## src/rtl/muldiv_unit.sv

```systemverilog
// Iterative RV32M multiply/divide unit: 32-cycle shift-add multiplier and restoring divider.
// Define MULDIV_DIV_EN to build the divider; otherwise divide OPs finish at once with RESULT=0.
module muldiv_unit #(
  parameter int WIDTH = 32
) (
  input  logic             CLK,
  input  logic             RST_N,
  input  logic             START,
  input  logic [2:0]       OP,
  input  logic [WIDTH-1:0] SRC_A,
  input  logic [WIDTH-1:0] SRC_B,
  input  logic [4:0]       RD_IN,
  output logic             BUSY,
  output logic             DONE,
  output logic [WIDTH-1:0] RESULT,
  output logic [4:0]       WA_OUT,
  output logic             WE_OUT,
  output logic [1:0]       DBG_STATE
);

  // Handshake: START is sampled only in IDLE; DONE is a one-cycle pulse in FIN,
  // and RESULT/WA_OUT stay valid from DONE until the next accepted START.
  typedef enum logic [1:0] {IDLE = 2'd0, CALC = 2'd1, FIN = 2'd2} state_t;

  state_t             state, state_nxt;
  logic [2:0]         op_r;
  logic [5:0]         cnt;
  logic [2*WIDTH-1:0] acc;
  logic [2*WIDTH-1:0] mcand;
  logic [WIDTH-1:0]   mplier;
  logic               neg_r;
  logic [WIDTH-1:0]   result_r;
  logic [4:0]         wa_r;

  logic               a_signed, b_signed, a_neg, b_neg, neg;
  logic [WIDTH-1:0]   a_mag, b_mag;
  logic               special;
  logic [WIDTH-1:0]   special_res;
  logic [2*WIDTH-1:0] prod;
  logic [WIDTH-1:0]   final_res;

  always_comb begin
    a_signed = (OP == 3'b001) || (OP == 3'b010) || (OP == 3'b100) || (OP == 3'b110);
    b_signed = (OP == 3'b001) || (OP == 3'b100) || (OP == 3'b110);
    a_neg    = a_signed & SRC_A[WIDTH-1];
    b_neg    = b_signed & SRC_B[WIDTH-1];
    a_mag    = a_neg ? -SRC_A : SRC_A;
    b_mag    = b_neg ? -SRC_B : SRC_B;
    // Remainder follows the dividend's sign; products and quotients the XOR.
    neg      = (OP == 3'b110) ? a_neg : (a_neg ^ b_neg);
  end

  always_comb begin
    special     = 1'b0;
    special_res = '0;
`ifdef MULDIV_DIV_EN
    if (OP[2]) begin
      if (SRC_B == '0) begin
        special     = 1'b1;
        special_res = OP[1] ? SRC_A : '1;
      end else if (!OP[0] && SRC_A == {1'b1, {(WIDTH-1){1'b0}}} && SRC_B == '1) begin
        special     = 1'b1;
        special_res = OP[1] ? '0 : {1'b1, {(WIDTH-1){1'b0}}};
      end
    end
`else
    if (OP[2]) special = 1'b1;
`endif
  end

`ifdef MULDIV_DIV_EN
  logic [WIDTH:0] div_shift, div_diff;
  always_comb begin
    div_shift = {acc[2*WIDTH-1:WIDTH], acc[WIDTH-1]};
    div_diff  = div_shift - {1'b0, mcand[WIDTH-1:0]};
  end
`endif

  always_comb begin
    prod      = neg_r ? -acc : acc;
    final_res = (op_r == 3'b000) ? prod[WIDTH-1:0] : prod[2*WIDTH-1:WIDTH];
`ifdef MULDIV_DIV_EN
    if (op_r[2]) begin
      if (op_r[1]) final_res = neg_r ? -acc[2*WIDTH-1:WIDTH] : acc[2*WIDTH-1:WIDTH];
      else         final_res = neg_r ? -acc[WIDTH-1:0] : acc[WIDTH-1:0];
    end
`endif
  end

  always_ff @(posedge CLK or negedge RST_N) begin
    if (!RST_N) state <= IDLE;
    else        state <= state_nxt;
  end

  always_comb begin
    state_nxt = state;
    case (state)
      IDLE:    if (START) state_nxt = special ? FIN : CALC;
      CALC:    if (cnt == 6'd32) state_nxt = FIN;
      FIN:     state_nxt = IDLE;
      default: state_nxt = IDLE;
    endcase
  end

  always_comb begin
    BUSY      = (state != IDLE);
    DONE      = (state == FIN);
    WE_OUT    = DONE && (wa_r != 5'd0);
    DBG_STATE = state;
    RESULT    = result_r;
    WA_OUT    = wa_r;
  end

  always_ff @(posedge CLK or negedge RST_N) begin
    if (!RST_N) begin
      op_r     <= '0;
      cnt      <= '0;
      acc      <= '0;
      mcand    <= '0;
      mplier   <= '0;
      neg_r    <= 1'b0;
      result_r <= '0;
      wa_r     <= '0;
    end else begin
      case (state)
        IDLE: if (START) begin
          op_r  <= OP;
          wa_r  <= RD_IN;
          neg_r <= neg;
          cnt   <= '0;
          if (special) begin
            result_r <= special_res;
          end else if (OP[2]) begin
            acc   <= {{WIDTH{1'b0}}, a_mag};
            mcand <= {{WIDTH{1'b0}}, b_mag};
          end else begin
            acc    <= '0;
            mcand  <= {{WIDTH{1'b0}}, a_mag};
            mplier <= b_mag;
          end
        end
        CALC: if (cnt != 6'd32) begin
          cnt <= cnt + 6'd1;
`ifdef MULDIV_DIV_EN
          if (op_r[2]) begin
            // Restoring step: keep the shifted partial remainder when the subtract borrows.
            if (!div_diff[WIDTH])
              acc <= {div_diff[WIDTH-1:0], acc[WIDTH-2:0], 1'b1};
            else
              acc <= {div_shift[WIDTH-1:0], acc[WIDTH-2:0], 1'b0};
          end else
`endif
          begin
            if (mplier[0]) acc <= acc + mcand;
            mcand  <= mcand << 1;
            mplier <= mplier >> 1;
          end
        end else begin
          result_r <= final_res;
        end
        default: ;
      endcase
    end
  end

endmodule

```

## config.mk

```make
export PLATFORM = sky130hd
export DESIGN_NAME = muldiv_unit
export DESIGN_NICKNAME = d
export VERILOG_FILES = /design/src/rtl/muldiv_unit.sv
export SDC_FILE = /design/constraint.sdc
export NUM_CORES = 1
export LEC_CHECK = 0
export CAP_MARGIN = 40
export CORE_ASPECT_RATIO = 0.8
export CORE_UTILIZATION = 50
export CTS_BUF_LIST = sky130_fd_sc_hd__clkbuf_4 sky130_fd_sc_hd__clkbuf_8 sky130_fd_sc_hd__clkbuf_16
export CTS_CLUSTER_DIAMETER = 40
export DETAILED_ROUTE_END_ITERATION = 6
export GPL_ROUTABILITY_DRIVEN = 0
export PLACE_DENSITY = 0.69
export SLEW_MARGIN = 30
export SYNTH_ARGS = -nofsm -noshare
export SYNTH_HDL_FRONTEND = slang
export SYNTH_SLANG_ARGS = --single-unit
```

## constraint.sdc

```tcl
create_clock -name CLK -period 8.6 [get_ports CLK]
set_input_delay 2.58 -clock CLK [delete_from_list [all_inputs] [get_ports CLK]]
set_output_delay 2.58 -clock CLK [all_outputs]
set_load 0.01 [all_outputs]
```

# Word-level counts from Yosys, hierarchy flattened
# Cells that the tools add are included.
[classes]
add_sub_neg = 5
eq_ne = 16
muxes = 33
n_bitwise = 3
n_reduce_logical = 18
[op_table]
columns = ["op", "n"]
rows = [
  ["$mux W64", 8],
  ["$mux W32", 12],
  ["$pmux W64 S2", 2],
  ["$pmux W32 S2", 2],
  ["$add A64 B64 Y64", 1],
  ["$neg A32 Y32", 2],
  ["$neg A64 Y64", 1],
  ["$ne A2 B2 Y1 const B", 8],
  ["$mux W6", 2],
  ["$pmux W6 S2", 1],
  ["$reduce_and A5 Y1", 2],
  ["$reduce_and A4 Y1", 2],
  ["$add A6 B1 Y6 const B", 1],
  ["$eq A3 B3 Y1 const B", 2],
  ["$eq A6 B6 Y1 const B", 1],
  ["$mux W2", 3],
  ["$ne A6 B6 Y1 const B", 1],
  ["$logic_or A1 B1 Y1", 5],
  ["$reduce_bool A5 Y1", 1],
  ["$pmux W2 S2", 1],
  ["$reduce_and A2 Y1", 2],
  ["$reduce_bool A2 Y1", 2],
  ["$eq A3 B1 Y1 const B", 1],
  ["$eq A3 B2 Y1 const B", 1],
  ["other kinds (9)", 11],
]
[totals]
ff_bits = 209
in_bits = 75
output_inout_bits = 42
word_cells = 84

# Logic depth before layout (Yosys ltp)
# Gate-level depths: netlist of run 1.
[logic_depth]
word_depth = 10
depth_mapped = 13
ltp_nobuf = 12

# Worst setup path after synthesis of run 1
# OpenSTA, ideal clock, no wires.
[synth_timing]
kind = "input port to flip-flop"
startpoint = "input SRC_A[13]"
endpoint = "register mcand[28]"
setup_time_ps = 126
arrival_ps = 4733
setup_slack_ps = 3741
path_stages = 8
path_buffers = 0
cell_sequence = "or4_1 -> nor4_1 -> nand2_1 -> nor4_1 -> a21oi_1 -> xor2_1 -> a221oi_1 -> nor2_1"
[synth_via]
elab_chain_len = 6
[synth_lines]
columns = ["item", "line_no", "rtl"]
rows = [
  ["start: declaration", "10", "input logic [WIDTH-1:0] SRC_A,"],
  ["$neg A32 Y32", "47", "a_mag = a_neg ? -SRC_A : SRC_A;"],
  ["$mux W32", "47", ""],
  ["$mux W32", "133", "end else if (OP[2]) begin"],
  ["$mux W64", "131", "if (special) begin"],
  ["$mux W64", "126", "IDLE: if (START) begin"],
  ["$pmux W64 S2", "125", "case (state)"],
  ["end signal: assignment", "135", "mcand <= {{WIDTH{1'b0}}, b_mag};"],
  ["end signal: assignment", "138", "mcand <= {{WIDTH{1'b0}}, a_mag};"],
  ["end signal: assignment", "155", "mcand <= mcand << 1;"],
  ["end: declaration", "29", "logic [2*WIDTH-1:0] mcand;"],
]
# Every way passes these cells. The select of a mux whose other input is x is not followed.
# A chain may end at the register's enable or synchronous reset.

# Worst setup path in the final report of run 1
[layout_timing]
startpoint = "input OP[2]"
endpoint = "register acc[45]"
[layout_via]
elab_chain_len = 3
[layout_lines]
columns = ["item", "line_no", "rtl"]
rows = [
  ["start: declaration", "9", "input logic [2:0] OP,"],
  ["$mux W1", "67", "if (OP[2]) special = 1'b1;"],
  ["$ne A2 B2 Y1 (no source line)", "--", ""],
  ["$reduce_and A5 Y1 (no source line)", "--", ""],
  ["end signal: assignment", "134", "acc <= {{WIDTH{1'b0}}, a_mag};"],
  ["end signal: assignment", "154", "if (mplier[0]) acc <= acc + mcand;"],
  ["end: declaration", "28", "logic [2*WIDTH-1:0] acc;"],
]
# Every way passes these cells.

==> results of run 1 <==
==> flip-flops by register name (all words and copies together) (netlist names) <==
signal     flops
DBG_STATE      2
cnt            6
mplier        32
neg_r          1
op_r           3
RESULT        32
acc           64
WA_OUT         5
mcand         64
==> Yosys cell counts, types with 7 or more instances <==
cell                         n
sky130_fd_sc_hd__mux2_2      9
sky130_fd_sc_hd__a22o_1     61
sky130_fd_sc_hd__o221ai_1   18
sky130_fd_sc_hd__o41ai_1    14
sky130_fd_sc_hd__nor2_1    152
sky130_fd_sc_hd__and3_1      8
sky130_fd_sc_hd__a21oi_1   145
sky130_fd_sc_hd__nor4_1     14
sky130_fd_sc_hd__a211oi_1   10
sky130_fd_sc_hd__nand2_1   229
sky130_fd_sc_hd__o31ai_1    38
sky130_fd_sc_hd__buf_1      12
sky130_fd_sc_hd__nand3_1    52
sky130_fd_sc_hd__o21bai_1   17
sky130_fd_sc_hd__nor3_1     28
sky130_fd_sc_hd__a221oi_1   25
sky130_fd_sc_hd__nand4_1    18
sky130_fd_sc_hd__o22ai_1    12
sky130_fd_sc_hd__inv_1      41
sky130_fd_sc_hd__a21o_1     36
sky130_fd_sc_hd__nand2b_1    7
sky130_fd_sc_hd__xor2_1    107
sky130_fd_sc_hd__clkbuf_1   83
sky130_fd_sc_hd__dfrtp_1   209
sky130_fd_sc_hd__or4_1      19
sky130_fd_sc_hd__a31oi_1    13
sky130_fd_sc_hd__o21ai_0   127
sky130_fd_sc_hd__ha_1       68
sky130_fd_sc_hd__or3_1      25
sky130_fd_sc_hd__xnor2_1    72
==> stage by stage <==
stage | setup slack [ns] | instance area, sq um
floorplan | 3.741 | 14630
global placement | 2.615 | 16020
detailed placement | 2.550 | 16070
CTS | 3.033 | 17300
global route | 2.792 | 17370
finish | 2.969 | 17370
==> power breakdown <==
| part | switching (mW) | internal [mW] |
|---|---|---|
| Combinational | 1.59 | 0.983 |
| Sequential | 0.292 | 1.24 |
| Clock | 0.516 | 0.952 |
| Total | 2.40 | 3.17 |
==> metal layers <==
| metal | vias up | global-route usage, % |
|---|---|---|
| li1 | 6526 | - |
| met1 | 6587 | 42.56 |
| met2 | 521 | 42.06 |
| met3 | 55 | 5.268 |
| met4 | 0 | 7.543 |
| met5 | - | 0 |
==> final timing paths <==
check | depth (start not counted) | slack [ns] | end | startpoint
setup / recovery | 10 | 2.97 | acc[45] | OP[2]
hold / removal | 2 | 0.48 | mplier[9] | mplier[9]
setup reg to reg | 12 | 4.06 | acc[52] | acc[0]
hold reg to reg | 2 | 0.48 | mplier[9] | mplier[9]
max in group asynchronous | 2 | 5.22 | mcand[50] | RST_N
min in group asynchronous | 1 | 2.11 | mcand[15] | RST_N
==> worst max-delay path, cell delays in order <==
cell and delay (ns):
sky130_fd_sc_hd__clkdlybuf4s50_1 0.63, sky130_fd_sc_hd__nor2_1 0.21, sky130_fd_sc_hd__a22oi_1 0.09, sky130_fd_sc_hd__or2_4 0.43
sky130_fd_sc_hd__inv_2 0.09, sky130_fd_sc_hd__buf_4 0.58, sky130_fd_sc_hd__o21ai_4 0.14, sky130_fd_sc_hd__nor2_4 0.56
sky130_fd_sc_hd__buf_4 0.48, sky130_fd_sc_hd__a32o_1 0.22
==> cell families after synthesis <==
group	count (synthesis)	share of synthesized area, %
adders and majority gates	69	5.953
buffers and inverters	140	3.618
DFF	209	35.75
muxes	12	0.8982
and+or+nand+nor	580	17.95
xor gates and xnor gates	179	10.72
AOI/OAI and AO/OA	559	25.11
==> area by class of cell <==
type | instances | area (sq um)
flip-flops and latches | 209 | 5231
well taps | 370 | 462.9
fillers | 2509 | 11120
multi-input cells | 1399 | 8904
inverters | 42 | 157.7
clock buffers | 43 | 996.0
clock inverters | 19 | 237.7
repair buffers | 136 | 1380
==> out/metrics.cfg, run 1 <==
[outcome]
outcome=finished, violations left
failed_checks=DRC

[synthesis]
postSynth.topFlopCell=sky130_fd_sc_hd__dfrtp_1
post_synth_main_area_contributors=sky130_fd_sc_hd__dfrtp_1 (36%), sky130_fd_sc_hd__xor2_1 (6.4%), sky130_fd_sc_hd__nand2_1 (5.9%)
synth_seq_cells=209
synthDominantAreaCellType=sky130_fd_sc_hd__dfrtp_1
synth_top_area_share_pct=35.75
syn_area_sq_um=14630
post_synthesis_cell_type_count=65
mapped_nets=1892
seq_area_frac_synth_pct=35.75
async_reset_ff_share_pct=100.0
number_of_synthesized_flops_with_an_enable_pin=0
postSynthCellCount=1748
ys.warnings.count=0
syn_avg_cell_area_sq_um=8.368

[sta]
timing.final.setup_violations=0
period_needed_ns=5.631
layout_worst_path_cycle_share_pct=65.48
max_clock_freq_mhz=177.6
tns_ns=0
final.hold.worst_slack_ns=0.4773
worst_pin_slew_ns=0.8033
setup_repair_after_global_routing_missed_its_margin=no
maxSlewHeadroom_pct=45.06
finalHoldViolations=0
worst_clock_skew_ns=0.01944
report.final.slew_viol_count=0

[pwr]
power.ir.vdd_worst_v=0.0002461
static-leakage-power_nw=7.950
powerDensity_nw_per_um2=320.7
total_power_mw=5.571

[floorplan]
design.core.area_sq_um=28490
dieArea_sq_um=29950
die_extent_in_x_microns=193.2
die_h_microns=155.0
num_io_pins=117
rows=55
initial_utilization_pct=51.34

[cells_and_area]
most-common-layout-cells=sky130_fd_sc_hd__nand2_1 (229), sky130_fd_sc_hd__dfrtp_1 (208), sky130_fd_sc_hd__nor2_1 (151), sky130_fd_sc_hd__a21oi_1 (145), sky130_fd_sc_hd__o21ai_0 (127)
drive_gt1_share_pct=5.952
stdcell_count=2218
layout_commonest_cell=sky130_fd_sc_hd__nand2_1
nNetsFinal=1967
post-route-util_pct=60.97
antenna_cells=0
syn2layout_area_growth_pct=18.74

[routing]
routed.top_layer=met4
routed-wl-met2_microns=17490
routed_wl_microns=41920
vias_per_cell=6.172
met3RoutedLength_microns=3496
routedWlPerCell_microns=18.90
firstDrtPassIters=7
number_of_drc_markers_after_the_initial_detailed_route_iteration=1175
via_count=13690
antenna_violation_net_count_after_detailed_routing=0
drt_drc_violations_left=7
wl_met1_microns=20150

[grt]
globalRoute.totalOverflow=0
via_count_of_the_first_global_routing_pass=13070
grt_max_degree=96
globalRouteTotalUtil_pct=28.48
first_pass_grt_wire_length_microns=69720
grt_antenna_before_repair=0

[setup_path]
timing.critical_path.to_type=flip-flop
crit_path_max_fanout=64
worstPathRequired_ns=9.04
start_kind=input port
path_class=input port to flip-flop
worstPathArrival_ns=6.08

[clock_network]
cts_hold_repair.buffers=0
clock_tree_from_tritoncts=done
cts_buffers=35
clock_latency_ns=0.52
post_cts_setup_buffer_count=0
clock_transition_at_the_registers_of_the_reported_paths_ns=0.05
gates_resized_cts_repair=0
clock_sink_count=209
clock_tree.buffer_depth=3
clock_tree.root_cell=sky130_fd_sc_hd__clkbuf_16
htreeDepth=2

[worst_hold_path]
hold_path.class=flip-flop to flip-flop

[placed_design]
dp_cells=2151
dp_hpwl_microns=30480
portBuffers=116

[job]
maxCapViolCount=0

No activity file was read; power rests on OpenSTA's default activity.
==> inputs of run 2 (changes only) <==
PLACE_DENSITY = 0.72   (was 0.69)
clock period = 4.9 ns   (was 8.6 ns; I/O delays follow)
==> out/metrics.cfg, run 2 (synthesized netlist as in run 1, its figures left out) <==
[outcome]
outcome=completed  ; was finished, violations left

[worst_hold_path]
hold_path.class=flip-flop to flip-flop  ; unchanged

[clock_network]
htreeDepth=2  ; unchanged
gates_resized_cts_repair=0  ; unchanged
cts_hold_repair.buffers=0  ; unchanged
post_cts_setup_buffer_count=0  ; unchanged
clock_latency_ns=0.53  ; was 0.52 ns
clock_tree_from_tritoncts=done  ; unchanged
cts_buffers=35  ; unchanged
clock_sink_count=209  ; unchanged
clock_tree.root_cell=sky130_fd_sc_hd__clkbuf_16  ; unchanged
clock_tree.buffer_depth=3  ; unchanged
clock_transition_at_the_registers_of_the_reported_paths_ns=0.06  ; was 0.05 ns

[pwr]
powerDensity_nw_per_um2=562.2  ; was 320.7 nW/um^2
power.ir.vdd_worst_v=0.0003845  ; was 0.0002461 V
total_power_mw=9.787  ; was 5.571 mW
static-leakage-power_nw=7.976  ; was 7.950 nW

[placed_design]
portBuffers=116  ; unchanged
dp_hpwl_microns=30310  ; was 30,480 microns
dpl_cell_area_sq_um=16200  ; was 16,070 sq um
dp_cells=2162  ; was 2,151
placement.setup.worst_slack_ns=0.3105  ; was 2.550 ns

[setup_path]
timing.critical_path.to_type=flip-flop  ; unchanged
worstPathArrival_ns=4.74  ; was 6.08 ns
critPathSlowestCell=sky130_fd_sc_hd__dfrtp_1  ; was sky130_fd_sc_hd__clkdlybuf4s50_1
longest_individual_stage_delay_on_the_worst_path_ns=0.45  ; was 0.63 ns
start_kind=flip-flop  ; was input port
crit_path_max_fanout=7  ; was 64
path_class=flip-flop to flip-flop  ; was input port to flip-flop
critical_path.cell_chain=ha_1, fa_1, a211oi_1, o21ai_0, a221oi_1, buf_4, o211ai_1, a41o_1, a21oi_1, o21a_1, o41ai_1, xor2_1, a22o_1  ; was clkdlybuf4s50_1, nor2_1, a22oi_1, or2_4, inv_2, buf_4, o21ai_4, nor2_4, buf_4, a32o_1
worstPathRequired_ns=5.31  ; was 9.04 ns

[job]
maxCapViolCount=0  ; unchanged

[floorplan]
design.core.area_sq_um=28490  ; unchanged
num_io_pins=117  ; unchanged
dieArea_sq_um=29950  ; unchanged
die_extent_in_x_microns=193.2  ; unchanged
initial_utilization_pct=51.34  ; unchanged
die_h_microns=155.0  ; unchanged
rows=55  ; unchanged

[cells_and_area]
largest_registers=acc: 64 flops, mcand: 64 flops  ; unchanged
antenna_cells=0  ; unchanged
post-route-util_pct=61.11  ; was 60.97%
layout_commonest_cell=sky130_fd_sc_hd__nand2_1  ; unchanged
nNetsFinal=1974  ; was 1,967
stdcell_count=2226  ; was 2,218
most-common-layout-cells=sky130_fd_sc_hd__nand2_1 (229), sky130_fd_sc_hd__dfrtp_1 (208), sky130_fd_sc_hd__nor2_1 (151), sky130_fd_sc_hd__a21oi_1 (145), sky130_fd_sc_hd__o21ai_0 (127)  ; unchanged
design_area_sq_um=17410  ; was 17,370 sq um
drive_gt1_share_pct=6.304  ; was 5.952%
syn2layout_area_growth_pct=19.02  ; was 18.74%

[sta]
report.final.slew_viol_count=0  ; unchanged
period_needed_ns=4.336
max_clock_freq_mhz=230.7
final.setup.worst_slack_ns=0.5644  ; was 2.969 ns
tns_ns=0  ; unchanged
timing.final.setup_violations=0  ; unchanged
setup_repair_after_global_routing_missed_its_margin=no  ; unchanged
worst_clock_skew_ns=0.02277  ; was 0.01944 ns
final.hold.worst_slack_ns=0.4771  ; was 0.4773 ns
layout_worst_path_cycle_share_pct=88.48
maxSlewHeadroom_pct=42.24  ; was 45.06%
worst_pin_slew_ns=0.8591  ; was 0.8033 ns
finalHoldViolations=0  ; unchanged

[routing]
antenna_violation_net_count_after_detailed_routing=0  ; unchanged
drt_drc_violations_left=0  ; was 7
number_of_drc_markers_after_the_initial_detailed_route_iteration=1528  ; was 1,175
firstDrtPassIters=7  ; unchanged
routedWlPerCell_microns=18.77  ; was 18.90 microns
via_count=13740  ; was 13,690
vias_per_cell=6.174  ; was 6.172
routed_wl_microns=41780  ; was 41,920 microns

[grt]
globalRoute.totalOverflow=0  ; unchanged
grt_max_degree=100  ; was 96
first_pass_grt_wire_length_microns=67980  ; was 69,720 microns
via_count_of_the_first_global_routing_pass=12980  ; was 13,070
globalRouteTotalUtil_pct=27.80  ; was 28.48%
grt_antenna_before_repair=0  ; unchanged

run 2: cell types whose count changed in the layout (fill, tap and decap cells not counted), sizes merged:
cell,delta
clkbuf,-9
clkinvlp,-1
inv,+4
clkinv,+5
buf,+9
run 2: metal layers:
metal / part of all wire (%) / track usage (%) / wire, microns / vias up
li1: - / - / - / 6550
met1: 47 / 40.01 / 19510 / 6558
met2: 43 / 42.27 / 17940 / 569
met3: 8.4 / 5.766 / 3492 / 67
met4: 2.0 / 7.848 / 833 / 0
met5: 0 / 0 / 0 / -
run 2: cell type report:
cell class                      count  area, sq um
Fill cell                        2491        11080
Multi-Input combinational cell   1399         8902
Timing Repair Buffer              143         1470
Tap cell                          370        462.9
Inverter                           42        157.7
Clock inverter                     27        302.8
Sequential cell                   209         5231
Clock buffer                       36        883.3
run 2: power breakdown:
part	internal, mW	total [mW]	leakage [nW]	switching, mW
Sequential	2.17	2.66	2.75	0.490
Combinational	1.76	4.62	4.64	2.85
Clock	1.56	2.51	0.583	0.955
run 2: final timing paths:
path | start | cells after the start | slack (ns) | to
worst max-delay path | acc[0] | 13 | 0.56 | acc[56]
worst min-delay path | mplier[13] | 2 | 0.48 | mplier[13]
worst max register to register | acc[0] | 13 | 0.56 | acc[56]
worst min register to register | mplier[13] | 2 | 0.48 | mplier[13]
max in group asynchronous | RST_N | 2 | 3.04 | mcand[42]
min in group asynchronous | RST_N | 1 | 0.93 | mcand[16]
run 2: worst max-delay path: cells and delay by family, from the launching register on:
family,cells,cell delay (ns)
adders and majority gates,2,0.70
buffers and inverters,1,0.20
DFF,1,0.45
xor gates and xnor gates,1,0.16
AOI/OAI and AO/OA,9,2.72
==> inputs of run 3 (changes only) <==
CORE_UTILIZATION = 45   (was 50)
PLACE_DENSITY = 0.66   (was 0.72)
==> out/metrics.cfg, run 3 (synthesized netlist as in run 1, its figures left out) <==
[placed_design]
dp_hpwl_microns=29870  ; was 30,310 microns
placement.setup.worst_slack_ns=0.3171  ; was 0.3105 ns
portBuffers=116  ; unchanged
dp_cells=2213  ; was 2,162
dpl_cell_area_sq_um=16240  ; was 16,200 sq um

[cells_and_area]
design_area_sq_um=17420  ; was 17,410 sq um
most-common-layout-cells=sky130_fd_sc_hd__nand2_1 (229), sky130_fd_sc_hd__dfrtp_1 (208), sky130_fd_sc_hd__nor2_1 (151), sky130_fd_sc_hd__a21oi_1 (145), sky130_fd_sc_hd__o21ai_0 (127)  ; unchanged
ff_latch_area_sq_um=5231  ; unchanged
layout_commonest_cell=sky130_fd_sc_hd__nand2_1  ; unchanged
multi_input_area_sq_um=8902  ; unchanged
drive_gt1_share_pct=6.102  ; was 6.304%
largest_registers=acc: 64 flops, mcand: 64 flops  ; unchanged
syn2layout_area_growth_pct=19.09  ; was 19.02%
antenna_cells=0  ; unchanged
nNetsFinal=1977  ; was 1,974
stdcell_count=2272  ; was 2,226
post-route-util_pct=54.93  ; was 61.11%
fillers=2915  ; was 2,491

[worst_hold_path]
hold_path.class=flip-flop to flip-flop  ; unchanged
worstHoldStart=mplier[10]  ; was mplier[13]

[sta]
final.setup.worst_slack_ns=0.7472  ; was 0.5644 ns
worst_clock_skew_ns=0.01637  ; was 0.02277 ns
maxSlewHeadroom_pct=48.31  ; was 42.24%
worst_pin_slew_ns=0.7702  ; was 0.8591 ns
timing.final.setup_violations=0  ; unchanged
tns_ns=0  ; unchanged
layout_worst_path_cycle_share_pct=84.75  ; was 88.48%
finalHoldViolations=0  ; unchanged
setup_repair_after_global_routing_missed_its_margin=no  ; unchanged
report.final.slew_viol_count=0  ; unchanged
max_clock_freq_mhz=240.8  ; was 230.7 MHz
final.hold.worst_slack_ns=0.4753  ; was 0.4771 ns
period_needed_ns=4.153  ; was 4.336 ns

[outcome]
outcome=completed  ; unchanged

[floorplan]
rows=58  ; was 55
die_extent_in_x_microns=203.6  ; was 193.2 microns
dieArea_sq_um=33240  ; was 29,950 sq um
die_h_microns=163.3  ; was 155.0 microns
initial_utilization_pct=46.13  ; was 51.34%
design.core.area_sq_um=31710  ; was 28,490 sq um
num_io_pins=117  ; unchanged

[clock_network]
gates_resized_cts_repair=0  ; unchanged
cts_buffers=36  ; was 35
clock_tree.buffer_depth=3  ; unchanged
clock_latency_ns=0.52  ; was 0.53 ns
cts_hold_repair.buffers=0  ; unchanged
clock_tree.root_cell=sky130_fd_sc_hd__clkbuf_16  ; unchanged
post_cts_setup_buffer_count=0  ; unchanged
clock_sink_count=209  ; unchanged
clock_transition_at_the_registers_of_the_reported_paths_ns=0.05  ; was 0.06 ns
clock_tree_from_tritoncts=done  ; unchanged
htreeDepth=2  ; unchanged

[grt]
globalRouteTotalUtil_pct=25.81  ; was 27.80%
grt_antenna_before_repair=0  ; unchanged
grtUsageMet2_pct=37.76  ; was 42.27%
grt_most_used_layer=met1  ; was met2
via_count_of_the_first_global_routing_pass=12920  ; was 12,980
grt_met3_use_pct=4.928  ; was 5.766%
gr-usage-met1_pct=38.65  ; was 40.01%
globalRoute.totalOverflow=0  ; unchanged
first_pass_grt_wire_length_microns=69370  ; was 67,980 microns
grt_max_degree=137  ; was 100

[routing]
drt_drc_violations_left=0  ; unchanged
vias_per_cell=6.011  ; was 6.174
antenna_violation_net_count_after_detailed_routing=0  ; unchanged
via_count=13660  ; was 13,740
routedWlPerCell_microns=18.41  ; was 18.77 microns
firstDrtPassIters=5  ; was 7
number_of_drc_markers_after_the_initial_detailed_route_iteration=1052  ; was 1,528
routed_wl_microns=41820  ; was 41,780 microns

[pwr]
power.ir.vdd_worst_v=0.0003502  ; was 0.0003845 V
powerDensity_nw_per_um2=553.6  ; was 562.2 nW/um^2
total_power_mw=9.644  ; was 9.787 mW
static-leakage-power_nw=7.952  ; was 7.976 nW

[setup_path]
timing.critical_path.to_type=flip-flop  ; unchanged
crit_path_max_fanout=7  ; unchanged
r2r-start=acc[0]  ; unchanged
start_kind=flip-flop  ; unchanged
timing.critical_path.from=acc[0]  ; unchanged
worstPathRequired_ns=5.30  ; was 5.31 ns
worstPathArrival_ns=4.55  ; was 4.74 ns
path_class=flip-flop to flip-flop  ; unchanged

[job]
maxCapViolCount=0  ; unchanged

-- run 3: cell count changes in the layout (fill, tap and decap cells not counted), sizes merged --
| cell | delta |
|---|---|
| clkinvlp | +1 |
| bufinv | -2 |
| inv | -8 |
| buf | +3 |
| clkinv | -6 |
| clkbuf | +8 |
-- run 3: worst max-delay path, cell delays in order, from the launching register on --
cell and delay (ns):
sky130_fd_sc_hd__dfrtp_1 0.45, sky130_fd_sc_hd__ha_1 0.26, sky130_fd_sc_hd__fa_1 0.43, sky130_fd_sc_hd__a211oi_1 0.35, sky130_fd_sc_hd__o21ai_0 0.29, sky130_fd_sc_hd__a221oi_1 0.32, sky130_fd_sc_hd__buf_4 0.18, sky130_fd_sc_hd__o211ai_1 0.23
sky130_fd_sc_hd__a41o_1 0.40, sky130_fd_sc_hd__a21oi_1 0.35, sky130_fd_sc_hd__o21a_1 0.28, sky130_fd_sc_hd__o21ai_0 0.14, sky130_fd_sc_hd__xor2_1 0.16, sky130_fd_sc_hd__a22o_1 0.20
-- run 3: path summary, 6_finish.rpt --
| kind | slack [ns] | cells past startpoint | endpoint |
|---|---|---|---|
| max in group asynchronous | 2.99 | 2 | RESULT[9] |
| max reg2reg | 0.75 | 13 | acc[52] |
| min | 0.48 | 2 | mplier[10] |
| min in group asynchronous | 0.93 | 1 | mcand[17] |
| min reg2reg | 0.48 | 2 | mplier[10] |
| max | 0.75 | 13 | acc[52] |
-- run 3: routing by layer --
| layer | up-vias | wire, microns |
|---|---|---|
| li1 | 6539 | - |
| met1 | 6545 | 20190 |
| met4 | 0 | 826 |
| met5 | - | 0 |
| met2 | 502 | 17620 |
| met3 | 70 | 3185 |
-- run 3: area by class of cell --
| cell class | instances | area share [%] |
|---|---|---|
| multi-input combinational | 1399 | 51.10 |
| sequential | 209 | 30.03 |
| timing repair buffer | 145 | 8.403 |
| clock buffer | 45 | 5.767 |
| tap | 420 | 3.017 |
| inverter | 42 | 0.9050 |
| clock inverter | 12 | 0.7757 |
-- run 3: power breakdown --
part           switching (mW)  internal [mW]  leakage, nW
registers               0.502           2.17         2.75
clock network           0.866           1.55        0.555
logic                    2.80           1.76         4.65
